===== config.mk =====
export PLATFORM = sky130hd
export DESIGN_NAME = bin2bcd_funcmod
export DESIGN_NICKNAME = d
export VERILOG_FILES = /design/src/rtl/bin2bcd_funcmod.sv
export SDC_FILE = /design/constraint.sdc
export NUM_CORES = 1
export LEC_CHECK = 0
export ABC_AREA = 1
export ABC_CLOCK_PERIOD_IN_PS = 3330
export CAP_MARGIN = 20
export CORE_MARGIN = 5
export CORE_UTILIZATION = 25
export DETAILED_ROUTE_END_ITERATION = 10
export GPL_TIMING_DRIVEN = 0
export MAX_ROUTING_LAYER = met4
export SYNTH_ARGS = -nofsm -noshare
export SYNTH_HDL_FRONTEND = slang
export SYNTH_SLANG_ARGS = --single-unit

===== constraint.sdc =====
create_clock -name CLOCK -period 3.33 [get_ports CLOCK]
set_input_delay 0.333 -clock CLOCK [delete_from_list [all_inputs] [get_ports CLOCK]]
set_output_delay 0.333 -clock CLOCK [all_outputs]
set_load 0.02 [all_outputs]

===== src/rtl/bin2bcd_funcmod.sv =====
// ---------------------------------------------------------------------------
// bin2bcd_funcmod
//
// Sequential binary-to-BCD converter feeding the six-digit seven-segment
// display driver. A 20-bit unsigned value is converted by iterative
// shift-and-add-3 (double dabble) into six packed BCD digits. Values above
// 999999 saturate to 999999 and raise oOver.
//
// Ports:
//   CLOCK      in   1   system clock, rising edge
//   RESET      in   1   asynchronous, active-low reset
//   iCall      in   1   start request, sampled only in IDLE
//   iData      in  20   unsigned value to convert, sampled at acceptance
//   oDone      out  1   one-cycle pulse: oData/oOver just updated
//   oBusy      out  1   high from the cycle after acceptance through the
//                       cycle in which oDone is high
//   oData      out 24   packed BCD result, [23:20] hundred-thousands ..
//                       [3:0] units; held between conversions
//   oOver      out  1   last accepted iData exceeded 999999; held with oData
//   dbg_state  out  2   current FSM state (0 IDLE, 1 SHIFT, 2 DONE)
//
// Handshake: a request is accepted on a rising edge where the FSM is IDLE
// and iCall=1 (oBusy low means the converter is ready). iCall is ignored
// while busy; nothing is queued. The result is valid in the single cycle
// oDone is high and remains on oData/oOver until the next oDone. Holding
// iCall high yields back-to-back conversions, one every 22 cycles.
// ---------------------------------------------------------------------------
module bin2bcd_funcmod (
    input  logic        CLOCK,
    input  logic        RESET,
    input  logic        iCall,
    input  logic [19:0] iData,
    output logic        oDone,
    output logic        oBusy,
    output logic [23:0] oData,
    output logic        oOver,
    output logic [1:0]  dbg_state
);

    typedef enum logic [1:0] {
        S_IDLE  = 2'd0,
        S_SHIFT = 2'd1,
        S_DONE  = 2'd2
    } state_t;

    localparam logic [19:0] MAX_VAL  = 20'd999999;
    localparam logic [4:0]  LAST_IT  = 5'd19;

    state_t      state;
    state_t      state_nxt;
    logic [19:0] bin_sr;
    logic [23:0] bcd_sr;
    logic [4:0]  cnt;
    logic        over_r;

    logic        accept;
    logic        last_shift;
    logic [23:0] bcd_adj;
    logic [23:0] bcd_shf;
    logic [19:0] src_val;
    logic        src_over;

    assign dbg_state  = state;
    assign accept     = (state == S_IDLE) && iCall;
    assign last_shift = (state == S_SHIFT) && (cnt == LAST_IT);

    // Saturate before conversion so the BCD result never exceeds six digits.
    assign src_over = (iData > MAX_VAL);
    assign src_val  = src_over ? MAX_VAL : iData;

    // Add 3 to every nibble >= 5 so that after the left shift each nibble
    // that would reach 10..19 carries correctly into the next digit.
    always_comb begin
        bcd_adj = bcd_sr;
        for (int i = 0; i < 6; i++) begin
            if (bcd_sr[4*i +: 4] >= 4'd5) begin
                bcd_adj[4*i +: 4] = bcd_sr[4*i +: 4] + 4'd3;
            end
        end
    end

    assign bcd_shf = {bcd_adj[22:0], bin_sr[19]};

    // FSM state register
    always_ff @(posedge CLOCK or negedge RESET) begin
        if (!RESET) begin
            state <= S_IDLE;
        end else begin
            state <= state_nxt;
        end
    end

    // FSM next-state logic
    always_comb begin
        state_nxt = state;
        case (state)
            S_IDLE:  if (iCall) state_nxt = S_SHIFT;
            S_SHIFT: if (cnt == LAST_IT) state_nxt = S_DONE;
            S_DONE:  state_nxt = S_IDLE;
            default: state_nxt = S_IDLE;
        endcase
    end

    // Conversion datapath and shift counter
    always_ff @(posedge CLOCK or negedge RESET) begin
        if (!RESET) begin
            bin_sr <= '0;
            bcd_sr <= '0;
            cnt    <= '0;
            over_r <= 1'b0;
        end else if (accept) begin
            bin_sr <= src_val;
            bcd_sr <= '0;
            cnt    <= '0;
            over_r <= src_over;
        end else if (state == S_SHIFT) begin
            bin_sr <= {bin_sr[18:0], 1'b0};
            bcd_sr <= bcd_shf;
            cnt    <= cnt + 5'd1;
        end
    end

    // Registered outputs; oData/oOver move only on the edge raising oDone,
    // so the display never sees a partial result.
    always_ff @(posedge CLOCK or negedge RESET) begin
        if (!RESET) begin
            oData <= '0;
            oOver <= 1'b0;
            oDone <= 1'b0;
            oBusy <= 1'b0;
        end else begin
            oDone <= last_shift;
            if (last_shift) begin
                oData <= bcd_shf;
                oOver <= over_r;
            end
            if (accept) begin
                oBusy <= 1'b1;
            end else if (state == S_DONE) begin
                oBusy <= 1'b0;
            end
        end
    end

endmodule


; Word level (Yosys, flattened, before mapping)
; Cells that the tools add are included.
[totals]
ff_bits = 79
latchBits = 0
ramBits = 0
romBits = 0
out_inout_bits = 29
elab_cells = 52
n_memories = 0
[op_classes]
addsub = 7
mul = 0
div_mod_pow = 0
n_lt_le_gt_ge = 7
eq_ne = 5
n_shift = 0
n_mux = 18
n_bitwise = 0
n_reduce_logical = 6
[op_table]
columns = op, n
row1 = 20-bit 2-to-1 mux, 3
row2 = 24-bit 2-to-1 mux, 2
row3 = "4-bit by 3-bit >= comparator with 1-bit output, second input constant", 6
row4 = "4-bit by 2-bit adder with 4-bit output, second input constant", 5
row5 = "20-bit greater-than comparator, second input constant", 1
row6 = 4-bit 2-to-1 mux, 5
row7 = 5-bit 2-to-1 mux, 2
row8 = "5-bit by 1-bit adder with 5-bit output, second input constant", 1
row9 = "5-bit equality test, second input constant", 1
row10 = 2-bit 2-to-1 mux, 2
row11 = 2-bit one-hot mux with 2 select lines, 1
row12 = 2-bit nonzero test, 2
row13 = "3-bit by 2-bit adder with 3-bit output, second input constant", 1
row14 = 3-bit 2-to-1 mux, 1
row15 = "2-bit by 1-bit equality test with 1-bit output, second input constant", 1
row16 = "2-bit equality test, second input constant", 1
row17 = 1-bit logical AND, 2
row18 = 2-bit zero test, 1
row19 = 1-bit 2-to-1 mux, 2
row20 = "2-bit by 1-bit != test with 1-bit output, second input constant", 1
row21 = "2-bit != test, second input constant", 1
row22 = 2-bit AND reduction, 1

; Longest topological paths before layout
[logic_depth]
depth_word = 4
mapped_depth = 9

; Least setup slack after synthesis
; Ideal clock, no wire load.
[synth_timing]
path_type = register to register
from = register state[0] (netlist: dbg_state[0])
to = register bcd_sr[10]
arrival_ns = 1.215
path_slack_ns = 1.974
path_stages_with_launch = 7
synth_period_minus_slack_ns = 1.356
cell_sequence = dfrtp_1 > nor2_2 > nand2_4 > nand2_2 > buf_4 > buf_2 > o22ai_1
[synth_between]
elab_chain_cells = 3
[synth_rtl]
columns = element, line_no
row1 = "start, declared", 49  ; state_t state;
row2 = "start signal, assigned", 89  ; state <= state_nxt;
row3 = 2-bit zero test, 64  ; assign accept = (state == S_IDLE) && iCall;
row4 = 1-bit logical AND, 64
row5 = 24-bit 2-to-1 mux or 2-bit nonzero test (tied branches), n/a
row6 = "end signal, assigned", 118  ; bcd_sr <= bcd_shf;
row7 = "end, declared", 52  ; logic [23:0] bcd_sr;
; Several ways; a longest one is shown, not always the timed one.
; A chain may end at the register's enable or synchronous reset.

; Worst setup path after layout
[layout_timing]
from = register state[0] (netlist: dbg_state[0])
to = output port dbg_state[0]
[layout_rtl]
columns = element, line_no
row1 = "end, declared", 37  ; output logic [1:0] dbg_state
; No word-level cell between the ends.

==> metrics.md <==
| Metric | Value |
|---|---|
| Hold slack | 0.476 ns |
| Vias in the first global route | 3,178 |
| Largest net degree at the start of global routing | 53 |
| Die W | 133 µm |
| Post-synthesis cell area | between 3000 and 4000 µm² |
| Slowest stage delay, CP | between 0.6 and 0.7 ns |
| Clk Latency, worst-skew pair | about 0.33 ns |
| First-pass GRT wire length | between 15,000 and 20,000 µm |
| CP top delay family | buffers and inverters |
| Critical Path Slowest Stage Cell | clkdlybuf4s50_1 |
| Setup TNS | 0 ns |
| Comb pwr share | between 40% and 50% |
| Number of buffers and inverters on the critical path | 1 |
| Most frequent cell after synthesis | nand2_1 |
| Sw Ratio | 41.2% |
| Initial antenna violation count | 0 |
| Final Critical Period | approximately 1.7 ns |
| Routed via count | 3,103 |
| CTS tree | done |
| ANT cells | 0 |
| Crit. path cell count | 1 |
| RSZ-0062 raised after global routing | no |
| Sequential share of power | 33.5% |
| Worst reg2reg path startpoint | cnt[0] |
| CTS root buffer | clkbuf_16 |
| Clock share of power | roughly a fifth |
| Layout cells sized above 1 | about a tenth |
| Post-synth cell types | 27 |
| Post-layout util | about a third |
| Core area | between 15,000 and 20,000 µm² |
| Top cells by area, synth | dfrtp_1 52%, nand2_1 12%, o21ai_0 4.6% |
| Clk_skew | 0.00814 ns |
| Worst-path clk slew | 0.06 ns |
| Routed WL | roughly 9000 µm |
| Most common flop cell mapped by yosys | dfrtp_1 |
| Yosys top cell by area | dfrtp_1 |
| Gpl congestion | just over 0.8 |
| Pwr Total | around 0.0051 W |
| Site Rows | 45 |
| Tcrit/Tclk final | 52.3% |
| Vias per cell | 4.46 |
| Total CTS buffers | 9 |
| DP Wirelength | 6710 µm |
| Setup CP Type | reg2out |
| Port Buffers | 51 |
| Internal power | about 0.0030 W |
| CTS resizes | 0 |
| CP endpoint kind | primary output |
| Number of setup buffers added after CTS | 0 |
| Nets@finish | roughly 540 |
| CP startpoint kind | flop |
| Worst reg2reg setup slack | between 1.5 and 2 ns |
| Status | complete, no violations |
| Final hold violation count | 0 |
| Grt ovf | 0 |
| DR WL/cell | about 13 µm |
| Post-synth EDFFs | 0 |
| Leakage power | about 2.3 nW |
| Power per cell area | between 1000 and 1500 nW/µm² |
| CP Max Fanout | 5 |
| Yosys warns | 0 |
| Drt first pass iters | 5 |
| Syn_nets | roughly 470 |
| CP cell instances | clkdlybuf4s50_1 |
| Max frequency | about 0.57 GHz |
| CTS hold repair buffers | 1 |
| 1st-iter DRT viols | 214 |
| Hold Crit Class | in2async |
| Clock Sinks | between 70 and 80 |
| FF+latch count, synth | between 70 and 80 |
| Normalized max-slew margin | between 60% and 70% |
| Commonest cells in the netlist | 122 x nand2_1, 79 x dfrtp_1, 43 x inv_1 |
| Slew @ Worst Pin | approximately 0.53 ns |
| Critical Path RT | ~3.0 ns |
| RR Endpoint | oData[23] |
| Max-Cap Viols | 0 |
| Slew Limit Fails | 0 |
| Syn_area_per_cell | roughly 8.6 µm² |
| P&R area growth vs syn | 28.8% |
| Cell depth of the worst flop-to-flop path | 7 |
| Worst setup path endpoint | dbg_state[0] |
| Area post-placement | 4550 µm² |
| Clk buf depth | 2 |
| Final Cell Area | 4870 µm² |
| Die area | 17,700 µm² |
| Syn Inst Count | 438 |
| H-tree Lvls | 3 |
| DRT antenna net count | 0 |
| Gr usage total | 11.0% |
| Sequential share of the synthesized area | 52.3% |
| WP data arrival | ~1.4 ns |
| Post-synth top area share | around 52% |
| # IOs | 52 |
| Worst vdd ir | ~0.00045 V |
| Initial Utilization | 25.1% |
| Die Y | 133 µm |
| # DRC | 0 |
| P_sw | approximately 0.0021 W |
| Ys async rst share | 100% |
| Final setup viols | 0 |
| Critical path origin | dbg_state[0] |
[how the worst min path moves through the flow]
| stage | cells past startpoint | endpoint | start | slack (ns) |
|---|---|---|---|---|
| 2_1_floorplan | 0 | bcd_sr[0] | RESET | 0.04 |
| 3_3_place_gp | 2 | oData[18] | oData[18] | 0.47 |
| 3_5_place_dp | 1 | oData[23] | RESET | 0.29 |
| 4_1_cts | 2 | bcd_sr[22] | RESET | 0.49 |
| 5_1_grt | 2 | oData[23] | RESET | 0.51 |
| 6_report | 2 | bcd_sr[22] | RESET | 0.48 |
[per-stage QoR]
stage	worst slack (ns)	cells
floorplan	1.97	438
global placement	-0.858	677
detailed placement	1.45	678
CTS	1.55	695
global route	1.53	695
finish	1.59	695
[power groups by stage]
| stage | logic (W) | clock network (W) | registers, W |
|---|---|---|---|
| 6_report | 0.00238 | 0.00100 | 0.00170 |
| 5_1_grt | 0.00269 | 0.00107 | 0.00176 |
| 4_1_cts | 0.00241 | 0.00102 | 0.00171 |
| 3_5_place_dp | 0.00240 | 0 | 0.00172 |
| 3_3_place_gp | 0.00231 | 0 | 0.00170 |
| 2_1_floorplan | 0.00146 | 0 | 0.00183 |
[flip-flops by register name (all words and copies together), names as in the netlist]
| name | count |
|---|---|
| cnt | 5 |
| over_r | 1 |
| dbg_state | 2 |
| oBusy | 1 |
| oDone | 1 |
| oOver | 1 |
| bin_sr | 20 |
| bcd_sr | 24 |
| oData | 24 |
[logic make-up (layout without fill, tap and decap cells)]
| logic type | after synthesis | count (layout) | share of synthesized area [%] |
|---|---|---|---|
| AO/OA/AOI/OAI | 110 | 110 | 16.5 |
| XOR/XNOR | 7 | 7 | 1.62 |
| adder cells (fa/ha/maj) | 13 | 13 | 4.30 |
| buffers and inverters | 63 | 132 | 7.55 |
| flip-flops | 79 | 79 | 52.3 |
| AND/OR/NAND/NOR | 166 | 166 | 17.7 |
[routing by layer]
metal	GRT usage [%]	vias to the layer above	routed length, µm
met5	-	-	0
met4	2.83	0	34
met3	3.04	2	638
met2	17.5	89	4270
met1	13.9	1453	4090
li1	-	1559	-
[cells in the final DEF, fill, tap and decap left out, drive strengths merged]
cell           count
a21oi             22
a22oi              9
a32o               1
buf               15
bufinv             1
clkbuf            14
clkdlybuf4s50     50
clkinv             3
clkinvlp           1
dfrtp             79
dlygate4sd3        1
ha                13
inv               47
nand2            126
nand3              7
nand4              3
nor2              30
o21ai             63
o22ai             15
xnor2              1
xor2               6
[final cells by class]
class | instances | area [µm²]
Clock buffer | 11 | 253
Sequential cell | 79 | 1980
Timing Repair Buffer | 53 | 546
Multi-Input combinational cell | 296 | 1520
Inverter | 47 | 179
Tap cell | 188 | 235
Buffer | 16 | 106
Clock inverter | 5 | 56.3
Fill cell | 1571 | 10200
(Power assumes the default switching activity.)
